$ cat config.mk
export PLATFORM = sky130hd
export DESIGN_NAME = ps2_message_assembler
export DESIGN_NICKNAME = d
export VERILOG_FILES = /design/src/rtl/ps2_message_assembler_pkg.sv /design/src/rtl/ps2_message_assembler_scan_to_ascii.sv /design/src/rtl/ps2_message_assembler.sv
export SDC_FILE = /design/constraint.sdc
export NUM_CORES = 1
export LEC_CHECK = 0
export BUFFER_PORTS_ARGS = -buffer_cell sky130_fd_sc_hd__buf_2
export CORE_ASPECT_RATIO = 1.75
export CORE_MARGIN = 2
export CORE_UTILIZATION = 30
export CTS_CLUSTER_DIAMETER = 200
export CTS_CLUSTER_SIZE = 20
export DETAILED_ROUTE_END_ITERATION = 10
export HOLD_SLACK_MARGIN = 0.12
export SKIP_CTS_REPAIR_TIMING = 1
export SYNTH_ARGS = -nofsm -noshare
export SYNTH_HDL_FRONTEND = slang
export SYNTH_HIERARCHICAL = 1
export SYNTH_SLANG_ARGS = --single-unit
$ cat constraint.sdc
create_clock -name clock -period 5.4 [get_ports clock]
set_clock_uncertainty 0.2 [all_clocks]
set_input_delay 1.08 -clock clock [delete_from_list [all_inputs] [get_ports clock]]
set_output_delay 1.08 -clock clock [all_outputs]
set_load 0.005 [all_outputs]
$ cat src/rtl/ps2_message_assembler_pkg.sv
// ---------------------------------------------------------------------------
// ps2_message_assembler_pkg
//   Shared definitions for the PS/2 message assembler:
//     - PS/2 set-2 control bytes and special ASCII values
//     - scan-decoder state encoding (make / break / extended prefixes)
//     - message-buffer state encoding (filling vs. holding for downstream)
// ---------------------------------------------------------------------------
package ps2_message_assembler_pkg;

    localparam logic [7:0] PS2_BREAK = 8'hF0;
    localparam logic [7:0] PS2_EXT   = 8'hE0;
    localparam logic [7:0] PS2_ENTER = 8'h5A;
    localparam logic [7:0] PS2_BKSP  = 8'h66;
    localparam logic [7:0] PS2_SPACE = 8'h29;
    localparam logic [7:0] ASCII_DEL = 8'h7F;

    typedef enum logic [1:0] {
        DEC_NORMAL    = 2'd0,
        DEC_BREAK     = 2'd1,
        DEC_EXT       = 2'd2,
        DEC_EXT_BREAK = 2'd3
    } dec_state_e;

    typedef enum logic {
        BUF_FILL = 1'b0,
        BUF_HOLD = 1'b1
    } buf_state_e;

endpackage

$ cat src/rtl/ps2_message_assembler_scan_to_ascii.sv
// ---------------------------------------------------------------------------
// ps2_message_assembler_scan_to_ascii
//   Combinational lookup from a PS/2 set-2 make code to lower-case ASCII.
//   Only a-z, 0-9 and space are printable; everything else reports
//   printable=0 with ascii=8'h00.
// Ports
//   scan_code  in   8  PS/2 set-2 make code
//   printable  out  1  code maps to a storable character
//   ascii      out  8  ASCII value when printable, else 8'h00
// ---------------------------------------------------------------------------
module ps2_message_assembler_scan_to_ascii
    import ps2_message_assembler_pkg::*;
(
    input  logic [7:0] scan_code,
    output logic       printable,
    output logic [7:0] ascii
);

    always_comb begin
        printable = 1'b1;
        ascii     = 8'h00;
        case (scan_code)
            8'h1C: ascii = 8'h61; // a
            8'h32: ascii = 8'h62; // b
            8'h21: ascii = 8'h63; // c
            8'h23: ascii = 8'h64; // d
            8'h24: ascii = 8'h65; // e
            8'h2B: ascii = 8'h66; // f
            8'h34: ascii = 8'h67; // g
            8'h33: ascii = 8'h68; // h
            8'h43: ascii = 8'h69; // i
            8'h3B: ascii = 8'h6A; // j
            8'h42: ascii = 8'h6B; // k
            8'h4B: ascii = 8'h6C; // l
            8'h3A: ascii = 8'h6D; // m
            8'h31: ascii = 8'h6E; // n
            8'h44: ascii = 8'h6F; // o
            8'h4D: ascii = 8'h70; // p
            8'h15: ascii = 8'h71; // q
            8'h2D: ascii = 8'h72; // r
            8'h1B: ascii = 8'h73; // s
            8'h2C: ascii = 8'h74; // t
            8'h3C: ascii = 8'h75; // u
            8'h2A: ascii = 8'h76; // v
            8'h1D: ascii = 8'h77; // w
            8'h22: ascii = 8'h78; // x
            8'h35: ascii = 8'h79; // y
            8'h1A: ascii = 8'h7A; // z
            8'h45: ascii = 8'h30; // 0
            8'h16: ascii = 8'h31; // 1
            8'h1E: ascii = 8'h32; // 2
            8'h26: ascii = 8'h33; // 3
            8'h25: ascii = 8'h34; // 4
            8'h2E: ascii = 8'h35; // 5
            8'h36: ascii = 8'h36; // 6
            8'h3D: ascii = 8'h37; // 7
            8'h3E: ascii = 8'h38; // 8
            8'h46: ascii = 8'h39; // 9
            PS2_SPACE: ascii = 8'h20;
            default: printable = 1'b0;
        endcase
    end

endmodule

$ cat src/rtl/ps2_message_assembler.sv
// ---------------------------------------------------------------------------
// ps2_message_assembler
//   Turns a stream of PS/2 set-2 scan bytes into a fixed-length ASCII
//   message. Make codes of printable keys are appended, backspace deletes
//   the last character, Enter commits the message and holds it under a
//   valid/ack handshake. Each accepted character or delete also produces a
//   one-cycle ASCII strobe for a display.
// Ports
//   clock       in   1    system clock, all logic on posedge
//   resetn      in   1    asynchronous active-low reset
//   scan_valid  in   1    one-cycle strobe, scan_code valid
//   scan_code   in   8    PS/2 set-2 scan byte
//   msg_ack     in   1    downstream accepted the held message
//   msg_valid   out  1    committed message held on msg_data
//   msg_data    out  MSG_CHARS*CHAR_W  char 0 in the MSBs, empty slots 0
//   char_count  out  clog2(MSG_CHARS+1)  characters buffered
//   char_valid  out  1    strobe per accepted char or delete
//   char_ascii  out  8    ASCII of last strobe (8'h7F = delete)
// ---------------------------------------------------------------------------
module ps2_message_assembler
    import ps2_message_assembler_pkg::*;
#(
    parameter int MSG_CHARS = 16,
    parameter int CHAR_W    = 8
)
(
    input  logic                              clock,
    input  logic                              resetn,
    input  logic                              scan_valid,
    input  logic [7:0]                        scan_code,
    input  logic                              msg_ack,
    output logic                              msg_valid,
    output logic [MSG_CHARS*CHAR_W-1:0]       msg_data,
    output logic [$clog2(MSG_CHARS+1)-1:0]    char_count,
    output logic                              char_valid,
    output logic [7:0]                        char_ascii
);

    localparam int CNT_W = $clog2(MSG_CHARS + 1);
    localparam int IDX_W = $clog2(MSG_CHARS);
    localparam logic [CNT_W-1:0] CNT_MAX = CNT_W'(MSG_CHARS);
    localparam logic [CNT_W-1:0] CNT_ONE = CNT_W'(1);

    dec_state_e         dec_state_q, dec_state_d;
    buf_state_e         buf_state_q, buf_state_d;
    logic [CHAR_W-1:0]  slots_q [MSG_CHARS];
    logic [CHAR_W-1:0]  slots_d [MSG_CHARS];
    logic [CNT_W-1:0]   count_q, count_d;
    logic               char_valid_q, char_valid_d;
    logic [7:0]         char_ascii_q, char_ascii_d;

    logic               make_evt;
    logic               printable;
    logic [7:0]         key_ascii;
    logic [IDX_W-1:0]   wr_idx;
    logic [IDX_W-1:0]   del_idx;

    ps2_message_assembler_scan_to_ascii u_scan_to_ascii (
        .scan_code (scan_code),
        .printable (printable),
        .ascii     (key_ascii)
    );

    // When count==MSG_CHARS the low bits wrap to 0, so del_idx still lands
    // on the last slot; wr_idx is only used while count<MSG_CHARS.
    assign wr_idx  = count_q[IDX_W-1:0];
    assign del_idx = count_q[IDX_W-1:0] - IDX_W'(1);

    // Scan decoder: only a plain byte seen in NORMAL is a key press.
    always_comb begin
        dec_state_d = dec_state_q;
        make_evt    = 1'b0;
        if (scan_valid) begin
            case (dec_state_q)
                DEC_NORMAL: begin
                    if (scan_code == PS2_BREAK)    dec_state_d = DEC_BREAK;
                    else if (scan_code == PS2_EXT) dec_state_d = DEC_EXT;
                    else                           make_evt    = 1'b1;
                end
                DEC_BREAK:     dec_state_d = DEC_NORMAL;
                DEC_EXT: begin
                    if (scan_code == PS2_BREAK) dec_state_d = DEC_EXT_BREAK;
                    else                        dec_state_d = DEC_NORMAL;
                end
                DEC_EXT_BREAK: dec_state_d = DEC_NORMAL;
                default:       dec_state_d = DEC_NORMAL;
            endcase
        end
    end

    // Message buffer: edits in FILL, frozen in HOLD until acknowledged.
    always_comb begin
        buf_state_d  = buf_state_q;
        slots_d      = slots_q;
        count_d      = count_q;
        char_valid_d = 1'b0;
        char_ascii_d = char_ascii_q;
        case (buf_state_q)
            BUF_HOLD: begin
                // Any key arriving with the ack is dropped.
                if (msg_ack) begin
                    buf_state_d = BUF_FILL;
                    count_d     = '0;
                    for (int i = 0; i < MSG_CHARS; i++) begin
                        slots_d[i] = '0;
                    end
                end
            end
            default: begin
                if (make_evt) begin
                    if (printable) begin
                        if (count_q < CNT_MAX) begin
                            slots_d[wr_idx] = CHAR_W'(key_ascii);
                            count_d         = count_q + CNT_ONE;
                            char_valid_d    = 1'b1;
                            char_ascii_d    = key_ascii;
                        end
                    end else if (scan_code == PS2_BKSP) begin
                        if (count_q != '0) begin
                            slots_d[del_idx] = '0;
                            count_d          = count_q - CNT_ONE;
                            char_valid_d     = 1'b1;
                            char_ascii_d     = ASCII_DEL;
                        end
                    end else if (scan_code == PS2_ENTER) begin
                        if (count_q != '0) buf_state_d = BUF_HOLD;
                    end
                end
            end
        endcase
    end

    always_ff @(posedge clock or negedge resetn) begin
        if (!resetn) begin
            dec_state_q  <= DEC_NORMAL;
            buf_state_q  <= BUF_FILL;
            count_q      <= '0;
            char_valid_q <= 1'b0;
            char_ascii_q <= 8'h00;
            for (int i = 0; i < MSG_CHARS; i++) begin
                slots_q[i] <= '0;
            end
        end else begin
            dec_state_q  <= dec_state_d;
            buf_state_q  <= buf_state_d;
            count_q      <= count_d;
            char_valid_q <= char_valid_d;
            char_ascii_q <= char_ascii_d;
            slots_q      <= slots_d;
        end
    end

    always_comb begin
        msg_data = '0;
        for (int i = 0; i < MSG_CHARS; i++) begin
            msg_data[(MSG_CHARS-1-i)*CHAR_W +: CHAR_W] = slots_q[i];
        end
    end

    assign msg_valid  = (buf_state_q == BUF_HOLD);
    assign char_count = count_q;
    assign char_valid = char_valid_q;
    assign char_ascii = char_ascii_q;

endmodule
==> impl_metrics.tcl <==
set metrics [dict create \
    syn_inst 578 \
    clkSlewWorstSetupHoldPaths_ns 0.06 \
    cp_slowest_cell "a2111oi_2" \
    setup_viol 0 \
    timing.setup.critical_path_class "input pin to flop" \
    first_global_vias 5652 \
    arrival_ns 4.22 \
    run_status "finished, final reports clean" \
    drive_gt1_share_pct 31.6 \
    cp_common_cell "buf_4" \
    final_max_slew_viol_count 0 \
    finalCritPeriodShare_pct 76.0 \
    grt_max_degree 71 \
    vias_per_cell 5.49 \
    rsz0062_at_grt "false" \
    tightest_slew_ns 1.14 \
    holdPathStages 1 \
    syn-cell-area_mm2 0.00692 \
    worst_r2r_startpoint "char_count[1]" \
    synth.top_cell.area_share_pct 52.5 \
    critical_path.startpoint_type "input pin" \
    cts_inserted_buffers 17 \
    worst_hold_path_type "flop to flop" \
    postRouteWirelength_um 22500 \
    hold_end "msg_data[100]" \
    number_of_enable_type_register_cells_in_the_synthesized_netlist 0 \
    critical_path.max_fanout 26 \
    synth-xor-area-share_pct 1.01 \
    maxSlewHeadroom_pct 23.4 \
    netlist-cell-type-count 79 \
    cts.sink_count 145 \
    final_design_area_no_fill_mm2 0.00853 \
    synth_seq_area_share_pct 52.5 \
    grt_antenna_before_repair 0 \
    setup-tns-final_ns 0 \
    design.core.area_mm2 0.0227 \
    cts_tree "done" \
    reg2reg_to "msg_data[25]" \
    postPlaceCellArea_mm2 0.00791 \
    power-per-cell-area_mw_per_mm2 351 \
    power.static_leakage_nw 3.98 \
    floorplan.die.width_um 119 \
    max_cap_viol_count 0 \
    floorplan.die_area_mm2 0.0243 \
    synth.area.mux_share_pct 0.452 \
    synth_largest_area_cell "dfrtp_1" \
    simple_gate_area_share_of_the_yosys_netlist_pct 12.6 \
    synth.most_common_cell "dfrtp_1" \
    final-seq-area_mm2 0.00363 \
    cts_buffer_depth 2 \
    clock.fmax_ghz 0.244 \
    ctsRootBufferMaster "clkbuf_16" \
    path_cells "buf_2 -> nor4bb_1 -> buf_4 -> a22oi_1 -> o21ai_1 -> a2111oi_2 -> nand3_1 -> clkinv_1 -> o2111ai_2 -> a211oi_4 -> buf_4 -> o22ai_2 -> a32o_1" \
    grt_total_ovfl 0 \
    drc 0 \
    ff2ff_path_depth 6 \
    dominant_combinational_cell_family_by_area_after_synthesis "compound AO/OA/AOI/OAI gates" \
    yosys.area_share.adder_pct 1.01 \
    die_height_um 205 \
    power.ir.vdd_worst_v 0.000242 \
    num_rows 73 \
    setup.reg_to_reg.worst_slack_ns 2.59 \
    post_detailed_route_count_of_antenna_violating_nets 0 \
    layout.cells.non_filler 1034 \
    gr-usage-all-layers_pct 18.7 \
    yosys_warnings 6 \
    postSynthNetCount 595 \
    port_buffers 154 \
    primary_ff_master_synth "dfrtp_1" \
    area_of_combinational_cells_with_multiple_inputs_mm2 0.00304 \
    post_synth_main_area_contributors "dfrtp_1 52%, o2bb2ai_1 15%, nand2_1 2.6%" \
    synth_compound_gate_area_share_pct 28.8 \
    fin_crit_ns 4.11 \
    number_of_placed_cells_counting_well_taps 1002 \
    clock_tree.htree_level_count 4 \
    dpl.hpwl_um 16100 \
    worst_skew_pair.late_latency_ns 0.42 \
    synth.ff_latch_count 145 \
    worst_ep_required_time_ns 5.51 \
    report.final.hold_viol_count 0 \
    routabilityCongestion 0.871 \
    routed-via-count 5676 \
    design.final.nets 738 \
    antennaDiodeCount 0 \
    synthTopCellsByCount "145 x dfrtp_1, 120 x o2bb2ai_1, 47 x nand2_1, 21 x nor2_1, 18 x nand3_1" \
    initial_core_util_pct 30.5 \
    hold_start "msg_data[100]" \
    synth-async-reset-ratio_pct 100 \
    route.detailed.wl_per_inst_um 21.8 \
    syn_to_final_growth_pct 23.3 \
    initial_drc_count 449 \
    hold_slack_ns 0.284 \
    synth.avg_cell_area_um2 12.0 \
    ioPinCount 155 \
    first_pass_grt_wire_length_um 34500 \
    endpoint_kind "flop" \
    num-fill-cells 2343 \
    final_core_util_pct 37.6 \
    critPathMaxStageDelay_ns 0.43 \
    iteration_count_of_the_initial_detailed_routing_pass 5 \
]
[where the power goes]
| group | switching [W] | total, W | leakage (nW) | internal, W |
|---|---|---|---|---|
| combinational | 0.000300 | 0.000512 | 1.69 | 0.000212 |
| sequential | 0.000105 | 0.00126 | 2.00 | 0.00116 |
| clock | 0.000470 | 0.00122 | 0.297 | 0.000753 |
| total | 0.000874 | 0.00300 | 3.98 | 0.00212 |
[worst max path at each step]
stage                  from             to  cells past startpoint
6_report       scan_code[4]   msg_data[31]                     13
3_3_place_gp   scan_code[4]  msg_data[103]                     13
2_1_floorplan  scan_code[5]  char_count[0]                     13
5_1_grt        scan_code[4]   msg_data[31]                     13
3_5_place_dp   scan_code[4]   msg_data[31]                     13
4_1_cts        scan_code[4]   msg_data[31]                     13
[critical path, delay by kind of cell]
kind / cells / cell delay, ns
AOI/OAI and AO/OA: 7 / 1.74
buffers and inverters: 4 / 1.00
and+or+nand+nor: 2 / 0.37
[placed cells by master, fill, tap and decap left out, types with 4 or more instances in the layout]
cell type  synthesis  layout
a32o_1             9       9
clkbuf_16          0      17
nor2b_1            8       8
xor2_1             4       4
nor3_1             8       8
o22ai_2            5       5
a21oi_1           10      10
a21o_1             9       9
buf_4              6       9
dfrtp_1          145     145
nor2_1            21      21
nand3_1           18      18
buf_2             12     153
o21ai_0            7       7
o2bb2ai_1        120     120
ha_1               4       4
nand2_1           47      47
o22ai_4            4       4
inv_1              5       5
o22a_1             8       8
a22oi_1            4       4
nand2b_1           9       9
xnor2_1            4       4
o21ai_4            7       7
[layout make-up]
type,count,share of cell area [%]
sequential,145,42.6
multi-input combinational,387,35.6
timing repair buffer,163,9.91
clock buffer,20,5.36
tap,300,4.40
clock inverter,12,1.82
inverter,7,0.308
[logic make-up after synthesis]
logic type	after synthesis
AOI/OAI and AO/OA	220
xor gates and xnor gates	8
adders and majority gates	5
buffers and inverters	46
DFF	145
muxes	3
other	1
and+or+nand+nor	150
[registers in the layout, indices dropped and copies added, names as in the netlist]
name         flops
char_valid       1
msg_data       128
char_ascii       8
msg_valid        1
char_count       5
dec_state_q      2
[metal layers]
| layer | global-route usage, % | wire, um | share of wire, % |
|---|---|---|---|
| met5 | 0 | 0 | 0 |
| met4 | 7.82 | 768 | 3.4 |
| met3 | 4.43 | 1190 | 5.3 |
| met2 | 32.3 | 11700 | 52 |
| met1 | 22.1 | 8910 | 40 |
[per-stage QoR]
stage               total power (W)  worst slack [ns]
finish                      0.00300              1.29
floorplan                   0.00158              1.31
CTS                         0.00302              1.33
detailed placement          0.00179             0.905
global route                0.00313              1.05
global placement            0.00179             0.935
No activity file was read; power rests on OpenSTA's default activity.
